[src/rtl/fetch_buf_pkg.sv]
// Shared defaults and the buffered fetch entry type for the fetch buffer.
// Optional 0-cycle bypass in fetch_buf is enabled by defining FETCH_BUF_BYPASS_EN.
`ifndef AddrWidth
`define AddrWidth 32
`endif
`ifndef FetchBufDepth
`define FetchBufDepth 4
`endif
`ifndef FetchSlack
`define FetchSlack 2
`endif

package fetch_buf_pkg;

  localparam int ADDR_W_DEF      = `AddrWidth;
  localparam int INST_W_DEF      = 32;
  localparam int FETCH_BUF_DEPTH = `FetchBufDepth;
  localparam int FETCH_SLACK     = `FetchSlack;

  typedef struct packed {
    logic [ADDR_W_DEF-1:0] pc;
    logic [INST_W_DEF-1:0] inst;
  } FetchEnt_t;

  // Occupancy at which fetch must stop so in-flight returns still fit.
  function automatic int stall_level(input int depth, input int slack);
    return depth - slack;
  endfunction

endpackage

[src/rtl/fetch_buf_if.sv]
// Fetch-return / decode / flush signal bundle around the fetch buffer.
interface fetch_buf_if
  import fetch_buf_pkg::*;
#(
  parameter int ADDR = ADDR_W_DEF,
  parameter int INST = INST_W_DEF
);
  logic            inst_e_;
  logic [INST-1:0] inst;
  logic [ADDR-1:0] inst_pc;
  logic            fetch_stall_;
  logic            dec_e_;
  logic [INST-1:0] dec_inst;
  logic [ADDR-1:0] dec_pc;
  logic            dec_stall;
  logic            wb_flush_;
  logic            ovf_err;

  modport master (
    output inst_e_, inst, inst_pc, dec_stall, wb_flush_,
    input  fetch_stall_, dec_e_, dec_inst, dec_pc, ovf_err
  );

  modport slave (
    input  inst_e_, inst, inst_pc, dec_stall, wb_flush_,
    output fetch_stall_, dec_e_, dec_inst, dec_pc, ovf_err
  );
endinterface

[src/rtl/fetch_buf_ptr.sv]
// Ring-buffer bookkeeping for fetch_buf: read/write pointers and occupancy.
module fetch_buf_ptr
  import fetch_buf_pkg::*;
#(
  parameter int DEPTH = FETCH_BUF_DEPTH,
  parameter int PW    = $clog2(DEPTH)
) (
  input  logic          clk,
  input  logic          reset,
  input  logic          push,
  input  logic          pop,
  input  logic          flush,
  output logic [PW-1:0] rd_ptr,
  output logic [PW-1:0] wr_ptr,
  output logic [PW:0]   cnt,
  output logic          full,
  output logic          empty
);

  always_ff @(posedge clk) begin
    if (reset || flush) begin
      rd_ptr <= '0;
      wr_ptr <= '0;
      cnt    <= '0;
    end else begin
      wr_ptr <= wr_ptr + PW'(push);
      rd_ptr <= rd_ptr + PW'(pop);
      cnt    <= cnt + (PW+1)'(push) - (PW+1)'(pop);
    end
  end

  assign full  = (cnt == (PW+1)'(DEPTH));
  assign empty = (cnt == '0);

endmodule

[src/rtl/fetch_buf.sv]
// Instruction buffer between fetch and decode with fetch throttling and flush.
// Define FETCH_BUF_BYPASS_EN for a 0-cycle path from fetch return to decode when empty.
module fetch_buf
  import fetch_buf_pkg::*;
#(
  parameter int ADDR  = ADDR_W_DEF,
  parameter int INST  = INST_W_DEF,
  parameter int DEPTH = FETCH_BUF_DEPTH,
  parameter int SLACK = FETCH_SLACK
) (
  input logic        clk,
  input logic        reset,
  fetch_buf_if.slave bus
);

  localparam int PW = $clog2(DEPTH);
  localparam int EW = ADDR + INST;
  localparam logic [PW:0] STALL_AT = (PW+1)'(stall_level(DEPTH, SLACK));

  logic [EW-1:0] mem [DEPTH];
  logic [EW-1:0] head;
  logic [PW-1:0] rd_ptr, wr_ptr;
  logic [PW:0]   cnt;
  logic          full, empty, flush, pop, push, byp_take;
  logic          ovf_q;

  assign flush = !bus.wb_flush_;
  assign head  = mem[rd_ptr];
  assign pop   = !empty && !bus.dec_stall;

`ifdef FETCH_BUF_BYPASS_EN
  // An empty buffer forwards the return; if decode takes it, it is never stored.
  assign byp_take     = empty && !flush && !bus.inst_e_ && !bus.dec_stall;
  assign bus.dec_e_   = (empty && !flush) ? bus.inst_e_ : empty;
  assign bus.dec_inst = (empty && !flush) ? bus.inst    : head[INST-1:0];
  assign bus.dec_pc   = (empty && !flush) ? bus.inst_pc : head[EW-1:INST];
`else
  assign byp_take     = 1'b0;
  assign bus.dec_e_   = empty;
  assign bus.dec_inst = head[INST-1:0];
  assign bus.dec_pc   = head[EW-1:INST];
`endif

  // A full buffer still accepts a push when the head leaves in the same cycle.
  assign push = !bus.inst_e_ && !byp_take && (!full || pop);

  fetch_buf_ptr #(.DEPTH(DEPTH), .PW(PW)) u_ptr (
    .clk    (clk),
    .reset  (reset),
    .push   (push),
    .pop    (pop),
    .flush  (flush),
    .rd_ptr (rd_ptr),
    .wr_ptr (wr_ptr),
    .cnt    (cnt),
    .full   (full),
    .empty  (empty)
  );

  always_ff @(posedge clk) begin
    if (push && !flush) mem[wr_ptr] <= {bus.inst_pc, bus.inst};
  end

  always_ff @(posedge clk) begin
    if (reset) begin
      ovf_q <= 1'b0;
    end else if (!bus.inst_e_ && full && !pop && !flush) begin
      ovf_q <= 1'b1;
    end
  end

  assign bus.ovf_err      = ovf_q;
  assign bus.fetch_stall_ = !(cnt >= STALL_AT);

endmodule

[src/flat_wrapper.sv]
// flat-port wrapper written by rule: the top's interface ports become plain ports
module fetch_buf_flat import fetch_buf_pkg::*;
#(
  parameter int ADDR  = ADDR_W_DEF,
  parameter int INST  = INST_W_DEF,
  parameter int DEPTH = FETCH_BUF_DEPTH,
  parameter int SLACK = FETCH_SLACK
)
  (clk, reset, bus_inst_e_, bus_inst, bus_inst_pc, bus_dec_stall, bus_wb_flush_, bus_fetch_stall_, bus_dec_e_, bus_dec_inst, bus_dec_pc, bus_ovf_err);
  fetch_buf_if #(.ADDR(ADDR), .INST(INST)) bus_i ();
  input logic clk;
  input logic reset;
  input wire logic [$bits(bus_i.inst_e_)-1:0] bus_inst_e_;
  input wire logic [$bits(bus_i.inst)-1:0] bus_inst;
  input wire logic [$bits(bus_i.inst_pc)-1:0] bus_inst_pc;
  input wire logic [$bits(bus_i.dec_stall)-1:0] bus_dec_stall;
  input wire logic [$bits(bus_i.wb_flush_)-1:0] bus_wb_flush_;
  output wire logic [$bits(bus_i.fetch_stall_)-1:0] bus_fetch_stall_;
  output wire logic [$bits(bus_i.dec_e_)-1:0] bus_dec_e_;
  output wire logic [$bits(bus_i.dec_inst)-1:0] bus_dec_inst;
  output wire logic [$bits(bus_i.dec_pc)-1:0] bus_dec_pc;
  output wire logic [$bits(bus_i.ovf_err)-1:0] bus_ovf_err;
  assign bus_i.inst_e_ = bus_inst_e_;
  assign bus_i.inst = bus_inst;
  assign bus_i.inst_pc = bus_inst_pc;
  assign bus_i.dec_stall = bus_dec_stall;
  assign bus_i.wb_flush_ = bus_wb_flush_;
  assign bus_fetch_stall_ = bus_i.fetch_stall_;
  assign bus_dec_e_ = bus_i.dec_e_;
  assign bus_dec_inst = bus_i.dec_inst;
  assign bus_dec_pc = bus_i.dec_pc;
  assign bus_ovf_err = bus_i.ovf_err;
  fetch_buf #(.ADDR(ADDR), .INST(INST), .DEPTH(DEPTH), .SLACK(SLACK)) u_core (.clk(clk), .reset(reset), .bus(bus_i));
endmodule
[config.mk]
export PLATFORM = sky130hd
export DESIGN_NAME = fetch_buf_flat
export DESIGN_NICKNAME = d
export VERILOG_FILES = /design/src/rtl/fetch_buf_pkg.sv /design/src/rtl/fetch_buf_if.sv /design/src/rtl/fetch_buf_ptr.sv /design/src/rtl/fetch_buf.sv /design/src/flat_wrapper.sv
export SDC_FILE = /design/constraint.sdc
export NUM_CORES = 1
export LEC_CHECK = 0
export BUFFER_PORTS_ARGS = -buffer_cell sky130_fd_sc_hd__buf_2
export CAP_MARGIN = 20
export CORE_MARGIN = 2
export CORE_UTILIZATION = 44
export CTS_CLUSTER_SIZE = 25
export DETAILED_ROUTE_END_ITERATION = 8
export GPL_ROUTABILITY_DRIVEN = 0
export PLACE_DENSITY = 0.64
export SYNTH_ARGS = -nofsm -noshare
export SYNTH_HDL_FRONTEND = slang
export SYNTH_SLANG_ARGS = --single-unit
[constraint.sdc]
create_clock -name clk -period 13.7 [get_ports clk]
set_input_delay 0.685 -clock clk [delete_from_list [all_inputs] [get_ports clk]]
set_output_delay 0.685 -clock clk [all_outputs]
set_load 0.005 [all_outputs]
==> flow_summary.ini, run 1 <==
[run_status]
status = finished clean

[timing]
setup-violations-final = 0
fmax_mhz = 287
tightest_slew_ps = 1020
period_needed_ps = 3480
hold_slack_ps = 358
skew_ps = 12.4
hold_viol = 0
slew-limit-headroom_pct = 32.0
period_share_pct = 25.4
slew_viol_final = 0
tns_ps = 0
rsz0062_at_grt = false

[final_layout]
drive_above_1_share_pct = 46.0
nFillCells = 1696
utilization_pct = 53.1
fin_nets = 612
finalInstanceArea_sq_um = 11500
antennaDiodeCount = 0
areaGrowthSynthToFinish_pct = 19.4

[worst_setup_path]
reg2reg_depth = 4
cp_max_fo = 33
r2r_end = u_core.mem[1][47]
cp_data_arrival_time_ps = 2800
cp_data_required_time_ps = 13020
worstSetupPathType = reg -> out
r2r_slack_ps = 11180
cp-startpoint = u_core.u_ptr.rd_ptr[0]
end_kind = output pin
r2r_start = u_core.u_ptr.cnt[0]
crit_end = bus_dec_inst[3]
cp-start-kind = flop

[detailed_routing]
drtIter0Drc = 211
firstDrtPassIters = 4
vias_per_cell = 5.27
ant_nets = 0
drc = 0
num_vias = 4418
avgRoutedWirePerCell_microns = 20.6
wirelength_microns = 17300

[clock_network]
clock_latency_ps = 520
ctsHoldBuffers = 0
cts-root-buf = clkbuf_16
clkTransAtPathRegs_ps = 60
postCtsSetupBuffers = 0
clockBufferDepth = 3
postCtsResizedCells = 0
cts_tree = built
cts.htree.levels = 1
numCtsBuffers = 27
clock_sinks = 264

[synth]
synth_top_cells_by_count = 256 x edfxtp_1, 64 x mux4_2, 8 x dfxtp_1
yosysSeqAreaShare_pct = 81.3
postSynthAreaPerCell_sq_um = 25.3
netlist-cell-type-count = 31
netlist_instances = 381
syn-cell-area_sq_um = 9650
synth_fa_ha_area_share_pct = 0.596
yosys_most_used_dff = edfxtp_1
synth-xor-area-share_pct = 0.181
synth-async-reset-ratio_pct = 0
synthSimpleGateAreaFrac_pct = 1.39
synthMuxAreaShare_pct = 15.0
synth_fp_nets = 454
synth_most_common_cell = edfxtp_1
synth_compound_area_share_pct = 0.350
ys_seq_elements = 264
ys_top_cells_by_area = edfxtp_1 80%, mux4_2 15%, dfxtp_1 1.7%
synth_edf_count = 256
synth_top_family_by_area = multiplexers
synth_area_leader_cell = edfxtp_1
yosysWarnings = 0
synth_top_area_share_pct = 79.6

[hold_path]
hp-class = in -> reg

[global_routing]
grt_pass1_wl_microns = 27200
grt_use_met3_pct = 3.91
met2_usage_pct = 26.1
grt_use_met1_pct = 19.0
grt_pass1_vias = 4877
gr-max-usage-layer = met2
grt_use_total_pct = 15.1
grt_max_degree = 66
antenna_found_initial = 1
grt_overflow = 0

[pwr]
power_density_nw_per_um2 = 143
peakVddDrop_mv = 0.0971
power_mw = 1.65
leakage_nw = 3.82

[flow_run]
max-cap-violations = 0

[placement]
port_buffers = 135
dp_hpwl_microns = 10200
placed_cell_area_sq_um = 10700

[floorplan]
die_h_microns = 152
io_pins = 136
num_rows = 54
start_util_pct = 44.5
dieArea_sq_um = 23100
fp.dieW_microns = 152
core_sq_um = 21700
[through the flow]
| step | instances | setup slack (ps) |
|---|---|---|
| 3_5_place_dp | 790 | 10630 |
| 4_1_cts | 839 | 10070 |
| 3_3_place_gp | 790 | 10640 |
| 5_1_grt | 839 | 9980 |
| 2_1_floorplan | 381 | 5370 |
| 6_report | 839 | 10220 |
[flip-flops by register name, summed over array words and instances, names as in the netlist]
register             count
u_core.u_ptr.wr_ptr      2
u_core.u_ptr.rd_ptr      2
u_core.bus.ovf_err       1
u_core.u_ptr.cnt         3
u_core.mem             256
[worst min path at each step]
stage,startpoint,endpoint,slack [ps],cells after the start
floorplan,u_core.bus.ovf_err,u_core.bus.ovf_err,460,2
detailed placement,u_core.bus.ovf_err,u_core.bus.ovf_err,470,2
global route,reset,u_core.bus.ovf_err,340,2
CTS,reset,u_core.bus.ovf_err,340,2
global placement,u_core.bus.ovf_err,u_core.bus.ovf_err,460,2
finish,reset,u_core.bus.ovf_err,360,2
[power by group]
part           total (mW)  internal [mW]  switching (mW)
clock               0.679          0.397           0.281
sequential          0.906          0.900         0.00562
combinational      0.0667         0.0335          0.0332
[final cells by class]
class	instances	area (sq um)	share of cell area (%)
sequential	264	7860	68.2
multi-input combinational	98	1730	15.0
timing repair buffer	145	751	6.51
clock buffer	31	691	5.99
tap	280	350	3.04
clock inverter	18	140	1.22
inverter	3	11.3	0.0977
[cells in the final DEF, fill, tap and decap left out, types with 2 or more instances in the layout]
cell,count
and2_1,3
dfxtp_4,2
buf_4,10
mux4_2,64
edfxtp_1,256
dfxtp_1,6
nand2_1,3
buf_2,135
inv_1,3
bufinv_16,2
nand2b_1,2
clkinv_1,5
ha_1,3
clkbuf_16,27
clkbuf_1,4
clkinv_2,9
nor2_1,5
[layer usage]
| layer | routed length [microns] | up-vias |
|---|---|---|
| met2 | 8810 | 115 |
| met1 | 7090 | 2316 |
| met3 | 940 | 33 |
| li1 | - | 1952 |
| met5 | 13 | - |
| met4 | 421 | 2 |
[logic make-up (layout without fill, tap and decap cells)]
kind of cell | count (synthesis) | count (layout)
adders and majority gates | 4 | 4
AOI/OAI and AO/OA | 5 | 5
buffers and inverters | 19 | 197
DFF | 264 | 264
xor gates and xnor gates | 2 | 2
and+or+nand+nor | 22 | 22
muxes | 65 | 65
[critical path, cell delays in order (launching register included)]
cell     delay (ps)
dfxtp_4         780
buf_4           660
mux4_2          610
buf_2           150
No activity file was read; power rests on OpenSTA's default activity.
==> run 2, diff against run 1 <==
==> constraint.sdc (replaced) <==
create_clock -name clk -period 3.5 [get_ports clk]
set_input_delay 0.175 -clock clk [delete_from_list [all_inputs] [get_ports clk]]
set_output_delay 0.175 -clock clk [all_outputs]
set_load 0.005 [all_outputs]
==> flow_summary.ini, run 2 (synthesis results as in run 1) <==
[run_status]
status = finished clean

[global_routing]
grt_use_met3_pct = 4.05
grt_use_total_pct = 14.9
grt_pass1_vias = 5051
grt_use_met1_pct = 19.6
grt_overflow = 0
gr-max-usage-layer = met2
met2_usage_pct = 25.2
grt_pass1_wl_microns = 27300
grt_max_degree = 66
antenna_found_initial = 1

[clock_network]
postCtsResizedCells = 0
cts-root-buf = clkbuf_16
clkTransAtPathRegs_ps = 50
clock_sinks = 264
clockBufferDepth = 3
cts.htree.levels = 1
cts_tree = built
clock_latency_ps = 510
numCtsBuffers = 26

[worst_setup_path]
cp_max_fo = 20
r2r_start = u_core.u_ptr.cnt[0]
cp_data_arrival_time_ps = 2290
cp-start-kind = flop
reg2reg_depth = 4
end_kind = output pin
cp-startpoint = u_core.u_ptr.rd_ptr[0]
cp_data_required_time_ps = 3320
worstSetupPathType = reg -> out

[final_layout]
final_cell_mix = 256 x edfxtp_1, 135 x buf_2, 66 x dlygate4sd3_1, 64 x mux4_2, 27 x clkbuf_16
antennaDiodeCount = 0
multi_input_area_sq_um = 1740
areaGrowthSynthToFinish_pct = 26.0
largest_reg_flops = 256
largestRegisters = u_core.mem x256, u_core.u_ptr.cnt x3
seqCellArea_sq_um = 7860
fin_nets = 673
instances_no_fill = 898
drive_above_1_share_pct = 40.0
nFillCells = 1647
layout_commonest_cell = edfxtp_1
utilization_pct = 56.1
largest-register = u_core.mem

[placement]
dp_slack_ps = 1240
port_buffers = 135
placed_cells = 786
dp_hpwl_microns = 9750

[floorplan]
die_h_microns = 152
fp.dieW_microns = 152
num_rows = 54
dieArea_sq_um = 23100
io_pins = 136
start_util_pct = 44.5
core_sq_um = 21700

[timing]
period_needed_ps = 2470
tns_ps = 0
skew_ps = 12.1
hold_viol = 0
setup-violations-final = 0
slew_viol_final = 0
period_share_pct = 70.5
tightest_slew_ps = 989
slew-limit-headroom_pct = 34.0
finalWorstSetupSlack_ps = 1030
hold_slack_ps = 94.2
rsz0062_at_grt = false
fmax_mhz = 405

[pwr]
power_density_nw_per_um2 = 520
power_switching_mw = 1.21
p_int_mw = 5.11
leakage_nw = 4.05
clkPwrFrac_pct = 38.7
sw_frac_of_total_pct = 19.2
peakVddDrop_mv = 0.333
pwr-share-comb_pct = 5.2
seqPwrFrac_pct = 56.0

[detailed_routing]
avgRoutedWirePerCell_microns = 19.3
ant_nets = 0
wirelength_microns = 17400
drtIter0Drc = 280
num_vias = 4648
drc = 0
firstDrtPassIters = 4
vias_per_cell = 5.18

[hold_path]
hp-class = in -> reg
min_path_cells = 3
worstHoldStart = bus_wb_flush_

[flow_run]
max-cap-violations = 0
## run 2: worst paths after layout
kind	to	slack [ps]
setup / recovery	bus_dec_inst[14]	1030
hold / removal	u_core.u_ptr.rd_ptr[1]	90
setup reg to reg	u_core.mem[1][61]	1190
hold reg to reg	u_core.u_ptr.wr_ptr[1]	580
## run 2: area by class of cell
class                      instances  area share, %
tap                              280           2.88
clock inverter                    12          0.442
multi-input combinational         98           14.3
clock buffer                      34           5.77
sequential                       264           64.6
inverter                           3         0.0926
timing repair buffer             207           11.9
## run 2: routing by layer
layer | share of wire [%] | wire [microns] | vias up
li1 | - | - | 2068
met1 | 42 | 7320 | 2416
met2 | 50 | 8680 | 137
met3 | 6.4 | 1110 | 25
met4 | 1.4 | 235 | 2
met5 | 0.075 | 13 | -
## run 2: through the flow
stage	total power [mW]	cell area, sq um
2_1_floorplan	3.74	9700
3_3_place_gp	3.87	10700
3_5_place_dp	3.89	10700
4_1_cts	6.40	12200
5_1_grt	6.55	12200
6_report	6.32	12200
## run 2: timing repair
action / in CTS / in global routing
hold buffers: 66 / 0
setup buffers: 0 / 0
endpoints found under the hold margin: 257 / 0
## run 2: worst max-delay path, cell delays in order (launching register included)
cell and delay, ps:
dfxtp_4 580, buf_4 440, mux4_2 600, buf_2 150
## run 2: power by group through the flow
| stage | combinational (mW) | sequential, mW | clock [mW] |
|---|---|---|---|
| final | 0.330 | 3.54 | 2.45 |
| after global routing | 0.361 | 3.55 | 2.64 |
| after CTS | 0.336 | 3.54 | 2.52 |
| after detailed placement | 0.276 | 3.61 | 0 |
| after global placement | 0.266 | 3.61 | 0 |
| after floorplan | 0.130 | 3.61 | 0 |
